--- src/rtl/uart_rx.sv ---
// UART receiver: oversamples a serial line by a runtime prescale, majority-votes
// three mid-bit samples, checks start/parity/stop and emits one-cycle result pulses.
module uart_rx #(
   parameter int DATA_WIDTH = 8
) (
   input  logic                  CLK,
   input  logic                  RST,
   input  logic                  RX_IN,
   input  logic [5:0]            prescale,
   input  logic                  PAR_EN,
   input  logic                  PAR_TYP,
   output logic [DATA_WIDTH-1:0] P_DATA,
   output logic                  data_valid,
   output logic                  par_err,
   output logic                  stp_err
);

   localparam int BIT_CNT_W = (DATA_WIDTH > 1) ? $clog2(DATA_WIDTH) : 1;

   typedef enum logic [2:0] {
      S_IDLE,
      S_START,
      S_DATA,
      S_PARITY,
      S_STOP
   } state_t;

   state_t                  r_state;
   state_t                  w_next;

   logic                    r_sync1;
   logic                    r_sync2;
   logic [5:0]              r_edge_cnt;
   logic [BIT_CNT_W-1:0]    r_bit_cnt;
   logic [5:0]              r_prescale;
   logic                    r_par_en;
   logic                    r_par_typ;
   logic [2:0]              r_samp;
   logic [DATA_WIDTH-1:0]   r_shift;
   logic                    r_par_flag;
   logic [DATA_WIDTH-1:0]   r_p_data;
   logic                    r_data_valid;
   logic                    r_par_err;
   logic                    r_stp_err;

   logic                    w_rx_s;
   logic [5:0]              w_half;
   logic                    w_samp0_pt;
   logic                    w_samp1_pt;
   logic                    w_samp2_pt;
   logic                    w_vote_pt;
   logic                    w_bit_end;
   logic                    w_last_bit;
   logic                    w_vote;
   logic                    w_exp_par;
   logic                    w_frame_done;
   logic                    w_good;
   logic                    w_set_par_err;
   logic                    w_set_stp_err;

   assign w_rx_s     = r_sync2;
   assign w_half     = r_prescale >> 1;
   assign w_samp0_pt = (r_edge_cnt == w_half - 6'd1);
   assign w_samp1_pt = (r_edge_cnt == w_half);
   assign w_samp2_pt = (r_edge_cnt == w_half + 6'd1);
   assign w_vote_pt  = (r_edge_cnt == w_half + 6'd2);
   // Modulo-64 compare: an illegal prescale (even 0) still ends each bit within 64 cycles.
   assign w_bit_end  = (r_edge_cnt == r_prescale - 6'd1);
   assign w_last_bit = (r_bit_cnt == BIT_CNT_W'(DATA_WIDTH - 1));
   assign w_vote     = (r_samp[0] & r_samp[1]) | (r_samp[0] & r_samp[2]) | (r_samp[1] & r_samp[2]);
   assign w_exp_par  = (^r_shift) ^ r_par_typ;

   // Two-flop synchroniser for the asynchronous serial line.
   always_ff @(posedge CLK or negedge RST) begin
      if (!RST) begin
         // NOTE: synchroniser resets to the idle-high line level so reset release cannot fake a start bit.
         r_sync1 <= 1'b1;
         r_sync2 <= 1'b1;
      end else begin
         // NOTE: non-blocking assignments keep the two flops a true two-stage pipeline.
         r_sync1 <= RX_IN;
         r_sync2 <= r_sync1;
      end
   end

   // FSM state register.
   always_ff @(posedge CLK or negedge RST) begin
      if (!RST) r_state <= S_IDLE;
      else      r_state <= w_next;
   end

   // Next-state logic.
   always_comb begin
      // NOTE: default first so every path assigns w_next and no latch is inferred.
      w_next = r_state;
      case (r_state)
         S_IDLE:   if (!w_rx_s) w_next = S_START;
         S_START: begin
            if (w_vote_pt && w_vote) w_next = S_IDLE;
            else if (w_bit_end)      w_next = S_DATA;
         end
         S_DATA:   if (w_bit_end && w_last_bit) w_next = r_par_en ? S_PARITY : S_STOP;
         S_PARITY: if (w_bit_end) w_next = S_STOP;
         S_STOP:   if (w_bit_end) w_next = S_IDLE;
         default:  w_next = S_IDLE;
      endcase
   end

   // Frame-evaluation decode, registered into the result pulses below.
   always_comb begin
      w_frame_done  = (r_state == S_STOP) && w_bit_end;
      w_good        = w_frame_done && w_vote && !r_par_flag;
      w_set_par_err = w_frame_done && r_par_flag;
      w_set_stp_err = w_frame_done && !w_vote;
   end

   // Oversampling counters: edge_cnt within a bit, bit_cnt across data bits.
   always_ff @(posedge CLK or negedge RST) begin
      if (!RST) begin
         r_edge_cnt <= '0;
         r_bit_cnt  <= '0;
      end else begin
         if (r_state == S_IDLE || w_bit_end) r_edge_cnt <= '0;
         else                                r_edge_cnt <= r_edge_cnt + 6'd1;
         if (r_state != S_DATA) r_bit_cnt <= '0;
         else if (w_bit_end)    r_bit_cnt <= r_bit_cnt + 1'b1;
      end
   end

   // Frame configuration is captured at start detection and held for the frame.
   always_ff @(posedge CLK or negedge RST) begin
      if (!RST) begin
         r_prescale <= '0;
         r_par_en   <= 1'b0;
         r_par_typ  <= 1'b0;
      end else if (r_state == S_IDLE && !w_rx_s) begin
         r_prescale <= prescale;
         r_par_en   <= PAR_EN;
         r_par_typ  <= PAR_TYP;
      end
   end

   // Three mid-bit samples, payload shift register and parity flag.
   always_ff @(posedge CLK or negedge RST) begin
      if (!RST) begin
         r_samp     <= 3'b111;
         r_shift    <= '0;
         r_par_flag <= 1'b0;
      end else begin
         if (w_samp0_pt) r_samp[0] <= w_rx_s;
         if (w_samp1_pt) r_samp[1] <= w_rx_s;
         if (w_samp2_pt) r_samp[2] <= w_rx_s;
         if (r_state == S_DATA && w_bit_end)
            r_shift <= {w_vote, r_shift[DATA_WIDTH-1:1]};
         if (r_state == S_IDLE)
            r_par_flag <= 1'b0;
         else if (r_state == S_PARITY && w_bit_end)
            r_par_flag <= (w_vote != w_exp_par);
      end
   end

   // Registered result: payload update with data_valid, or error pulses.
   always_ff @(posedge CLK or negedge RST) begin
      if (!RST) begin
         r_p_data     <= '0;
         r_data_valid <= 1'b0;
         r_par_err    <= 1'b0;
         r_stp_err    <= 1'b0;
      end else begin
         r_data_valid <= w_good;
         r_par_err    <= w_set_par_err;
         r_stp_err    <= w_set_stp_err;
         if (w_good) r_p_data <= r_shift;
      end
   end

   assign P_DATA     = r_p_data;
   assign data_valid = r_data_valid;
   assign par_err    = r_par_err;
   assign stp_err    = r_stp_err;

endmodule

--- config.mk ---
export PLATFORM = sky130hd
export DESIGN_NAME = uart_rx
export DESIGN_NICKNAME = d
export VERILOG_FILES = /design/src/rtl/uart_rx.sv
export SDC_FILE = /design/constraint.sdc
export NUM_CORES = 1
export LEC_CHECK = 0
export CORE_MARGIN = 1
export CORE_UTILIZATION = 57
export CTS_BUF_LIST = sky130_fd_sc_hd__clkbuf_16
export CTS_CLUSTER_DIAMETER = 30
export DETAILED_ROUTE_END_ITERATION = 12
export GPL_TIMING_DRIVEN = 0
export MAX_ROUTING_LAYER = met4
export PLACE_DENSITY = 0.89
export SKIP_LAST_GASP = 1
export SYNTH_ARGS = -nofsm -noshare
export SYNTH_HDL_FRONTEND = slang
export SYNTH_SLANG_ARGS = --single-unit
--- constraint.sdc ---
create_clock -name CLK -period 3.9 [get_ports CLK]
set_clock_uncertainty 0.2 [all_clocks]
set_input_delay 0.78 -clock CLK [delete_from_list [all_inputs] [get_ports CLK]]
set_output_delay 0.78 -clock CLK [all_outputs]
set_load 0.005 [all_outputs]
# Yosys cells after proc, flatten, opt, wreduce, memory -nomap -nowiden

Index checks and enable logic that the tools add are counted.

Register bits after elaboration: 45
Output and inout port bits: 11
Logic and storage cells: 78

Add/subtract/negate cells: 6
Eq/ne operators: 17
Multiplexer cells: 13
Bitwise operators: 6
Reduce and logical (&&, ||, !) cells: 19

Operators by type and width:

| kind                  | number |
|---|---|
| $mux W3               | 9 |
| $eq A6 B6 Y1          | 4 |
| $pmux W3 S5           | 1 |
| $logic_and A1 B1 Y1   | 10 |
| $ne A2 B2 Y1 const B  | 4 |
| $reduce_xor A8 Y1     | 1 |
| $add A5 B1 Y6 const B | 1 |
| $add A5 B2 Y6 const B | 1 |
| $add A6 B1 Y6 const B | 1 |
| $eq A3 B2 Y1 const B  | 2 |
| $eq A3 B3 Y1 const B  | 2 |
| $eq A6 B5 Y1          | 1 |
| $mux W6               | 1 |
| $sub A5 B1 Y6 const B | 1 |
| $sub A6 B1 Y6 const B | 1 |
| $reduce_and A5 Y1     | 1 |
| $reduce_bool A2 Y1    | 2 |
| $add A3 B1 Y3 const B | 1 |
| $and A1 B1 Y1         | 3 |
| $eq A3 B1 Y1 const B  | 1 |
| $logic_not A1 Y1      | 3 |
| $logic_not A3 Y1      | 1 |
| $ne A3 B2 Y1 const B  | 1 |
| $ne A3 B3 Y1 const B  | 1 |
| other kinds (5)       | 7 |

# Logic depth before layout (Yosys ltp)

Depth in word-level cells: 6
Mapped depth: 10

# Worst setup path before layout

No wires, ideal clock.

Path kind: register -> register
Start: register r_prescale[2]
End: register r_p_data[0] (netlist: P_DATA[0])
Setup time: 0.125 ns
Arrival: 2.404 ns
Setup slack: 1.171 ns
Stages on the path, launching flop included: 10
Buffers on the path: 1
Clock period less this slack: 2.729 ns
Cells stage by stage: dfrtp_1 inv_1 ha_1 a21boi_0 xnor2_1 nand3_1 nor3_4 and3_1 buf_6 mux2_4

Word-level cells in the longest chain between the ends: 5

Ends and longest elaborated chain:

| item                             | RTL line | source |
|---|---|---|
| from (decl)                      | 35       | `logic [5:0] r_prescale;` |
| from (signal assigned)           | 137      | `r_prescale <= prescale;` |
| $sub A6 B1 Y6                    | 68       | `assign w_bit_end = (r_edge_cnt == r_prescale - 6'd1);` |
| $eq A6 B6 Y1                     | 68       |  |
| $logic_and A1 B1 Y1              | 111      | `w_frame_done = (r_state == S_STOP) && w_bit_end;` |
| $logic_and A1 B1 Y1 (2 in a row) | 112      | `w_good = w_frame_done && w_vote && !r_par_flag;` |
| named net w_good                 | 57       | `logic w_good;` |
| to (signal assigned)             | 173      | `if (w_good) r_p_data <= r_shift;` |
| to (decl)                        | 41       | `logic [DATA_WIDTH-1:0] r_p_data;` |

The timed path passes the listed nets, and every way through them passes these cells.
A chain may end at the register's enable or synchronous reset.

# Worst setup path after layout

Start: register r_prescale[2]
End: register r_p_data[7] (netlist: P_DATA[7])

Same word-level chain as after synthesis.

==> impl_metrics.yaml <==
timing:
  fin_setup_tns_ns: 0
  max_freq_mhz: 324.4
  tightest_slew_ns: 0.7321
  period_needed_ns: 3.083
  rsz0062_at_grt: "no"
  relSlewSlack_pct: 50.75
  hold_violations: 0
  finalHoldWorstSlack_ns: 0.1471
  finalMaxSlewViolations: 0
  finalWorstSetupSlack_ns: 0.8173
  setup_violations: 0
  finalCritPeriodShare_pct: 79.04
grt:
  grt_overflow: 0
  grt_max_degree: 38
  antenna_found_initial: 0
  grtUsageTotal_pct: 24.76
  first_global_vias: 1675
  grt_pass1_wl_mm: 7.976
pwr:
  vdd_ir_drop_max_uv: 441.1
  powerDensity_nw_per_um2: 714.5
  leakagePower_nw: 1.295
  power_mw: 2.105
floorplanning:
  die_w_um: 68.51
  ios: 22
  fp.coreArea_um2: 4115
  fp-row-count: 23
  dieArea_um2: 4693
  floorplan.initialDensity_pct: 61.26
  die_y_um: 68.51
final_layout:
  antenna_cells: 0
  syn2layout_area_growth_pct: 16.87
  fin_util_pct: 71.60
  ff_latch_area_um2: 1132
  finalNonFillerCells: 303
  fillCellCount: 288
  num-nets-final: 274
  drive_above_1_share_pct: 18.58
  multi_input_area_um2: 1305
  fin_area_um2: 2947
worst_setup_path:
  crit_fanout: 10
  path_delay_family: "simple AND/OR/NAND/NOR gates"
  end_kind: "flip-flop"
  cp.required_ns: 3.87
  crit_cells: 9
  critical_path_buf_inv_count: 2
  arrival_ns: 3.05
  cp_cell_sequence: "inv_1 > ha_1 > a21boi_0 > xnor2_1 > nand3_1 > nor3_4 > and3_1 > buf_6 > mux2_4"
  r2r_cells: 9
  start_kind: "flip-flop"
  cp_slowest_cell: "dfrtp_1"
  slowest_delay_ns: 0.47
  path_class: "reg -> reg"
synthesis:
  syn_avg_cell_area_um2: 11.26
  synth.most_common_cell: "dfrtp_1"
  async_reset_ff_share_pct: 100.0
  synth.area.top_cells: "dfrtp_1 (40%), xnor2_1 (7.6%), mux2_2 (5.8%), dfstp_2 (5.2%), ha_1 (5.0%)"
  seq_area_frac_synth_pct: 44.91
  yosysUniqueCellTypes: 48
  synth_nets: 245
  synth_edf_count: 0
  yosys.area.top_type: "dfrtp_1"
  yosys_warnings: 0
  synth_top_area_share_pct: 39.70
  synth_area_um2: 2521
  synthTopCellsByCount: "dfrtp_1 (40), xnor2_1 (22), nor2_1 (14)"
  synth_seq_cells: 45
  syn_inst: 224
  synthFlopType: "dfrtp_1"
clocking:
  clkSinkCount: 45
  cts_tree: "built"
  clock_path_buffers: 2
  htree_levels: 2
  clkTransAtPathRegs_ns: 0.06
  cts-buffers-inserted: 5
  postCtsHoldBufs: 0
  cts_root_buf: "clkbuf_16"
  postCtsSetupBuffers: 0
  clk_latency_ns: 0.28
  cts-resized-gates: 0
placed_design:
  portBuffers: 21
  dpl.hpwl_mm: 3.478
  place_area_um2: 2809
  placed_cells: 296
  dp_slack_ns: 0.8420
  place_congestion: 0.9301
drt:
  drt_first_pass_iters: 4
  vias_per_cell: 5.776
  wl_mm: 4.908
  drc: 0
  post_drt_wl_per_cell_um: 16.20
  drt_iter0_drc: 83
  final_antenna_net_count: 0
  dr_total_vias: 1750
min_path:
  hp-class: "in -> async"
job:
  cap_violations: 0
outcome:
  status: "finished, final reports clean"
[metal layers]
metal	global-route usage, %	up-vias	share of wire [%]
met1	33.26	839	46
li1	-	840	-
met2	36.89	56	46
met4	8.594	0	2.4
met5	-	-	0
met3	5.592	15	5.2
[cell families (layout without fill, tap and decap cells)]
group	count (synthesis)	count (layout)	share of synthesized area, %
flops	45	45	44.91
fa+ha+maj	11	11	5.360
simple gates	66	66	15.34
mux	25	25	12.26
xor+xnor	35	35	12.16
buf+inv	16	45	3.325
compound gates	26	26	6.650
[path summary, 6_finish.rpt]
kind                       slack [ns]     startpoint       endpoint
max                              0.82  r_prescale[2]      P_DATA[7]
max reg2reg                      0.82  r_prescale[2]      P_DATA[7]
min in group CLK                 0.15        r_sync1        r_sync2
max in group asynchronous        2.83            RST      r_samp[0]
min                              0.15            RST  r_prescale[5]
min reg2reg                      0.15        r_sync1        r_sync2
[layout make-up]
type | instances | share of cell area [%]
multi-input cells | 163 | 44.29
flip-flops and latches | 45 | 38.43
repair buffers | 22 | 7.643
clock buffers | 5 | 4.246
plain buffers | 11 | 2.208
well taps | 50 | 2.123
inverters | 5 | 0.6369
clock inverters | 2 | 0.4246
[layout by cell type (no fill, tap or decap), types with 9 or more instances in the layout]
cell type / Yosys / routed
nand3_1: 9 / 9
nor2_1: 14 / 14
ha_1: 10 / 10
o21ai_0: 11 / 11
mux2_2: 13 / 13
dfrtp_1: 40 / 40
nand2_1: 9 / 9
xnor2_1: 22 / 22
xor2_1: 13 / 13
clkdlybuf4s50_1: 0 / 20
nor3_1: 10 / 10
[where the power goes]
group	internal [mW]	switching, mW	leakage (nW)
registers	0.580	0.115	0.583
clock network	0.233	0.171	0.0711
logic	0.435	0.573	0.641
[state kept, by name, summed over array words and instances (netlist names)]
name	count
P_DATA	8
data_valid	1
par_err	1
r_bit_cnt	3
r_edge_cnt	6
r_par_en	1
r_par_flag	1
r_par_typ	1
r_prescale	6
r_samp	3
r_shift	8
r_state	3
r_sync1	1
r_sync2	1
stp_err	1
(Power assumes the default switching activity.)
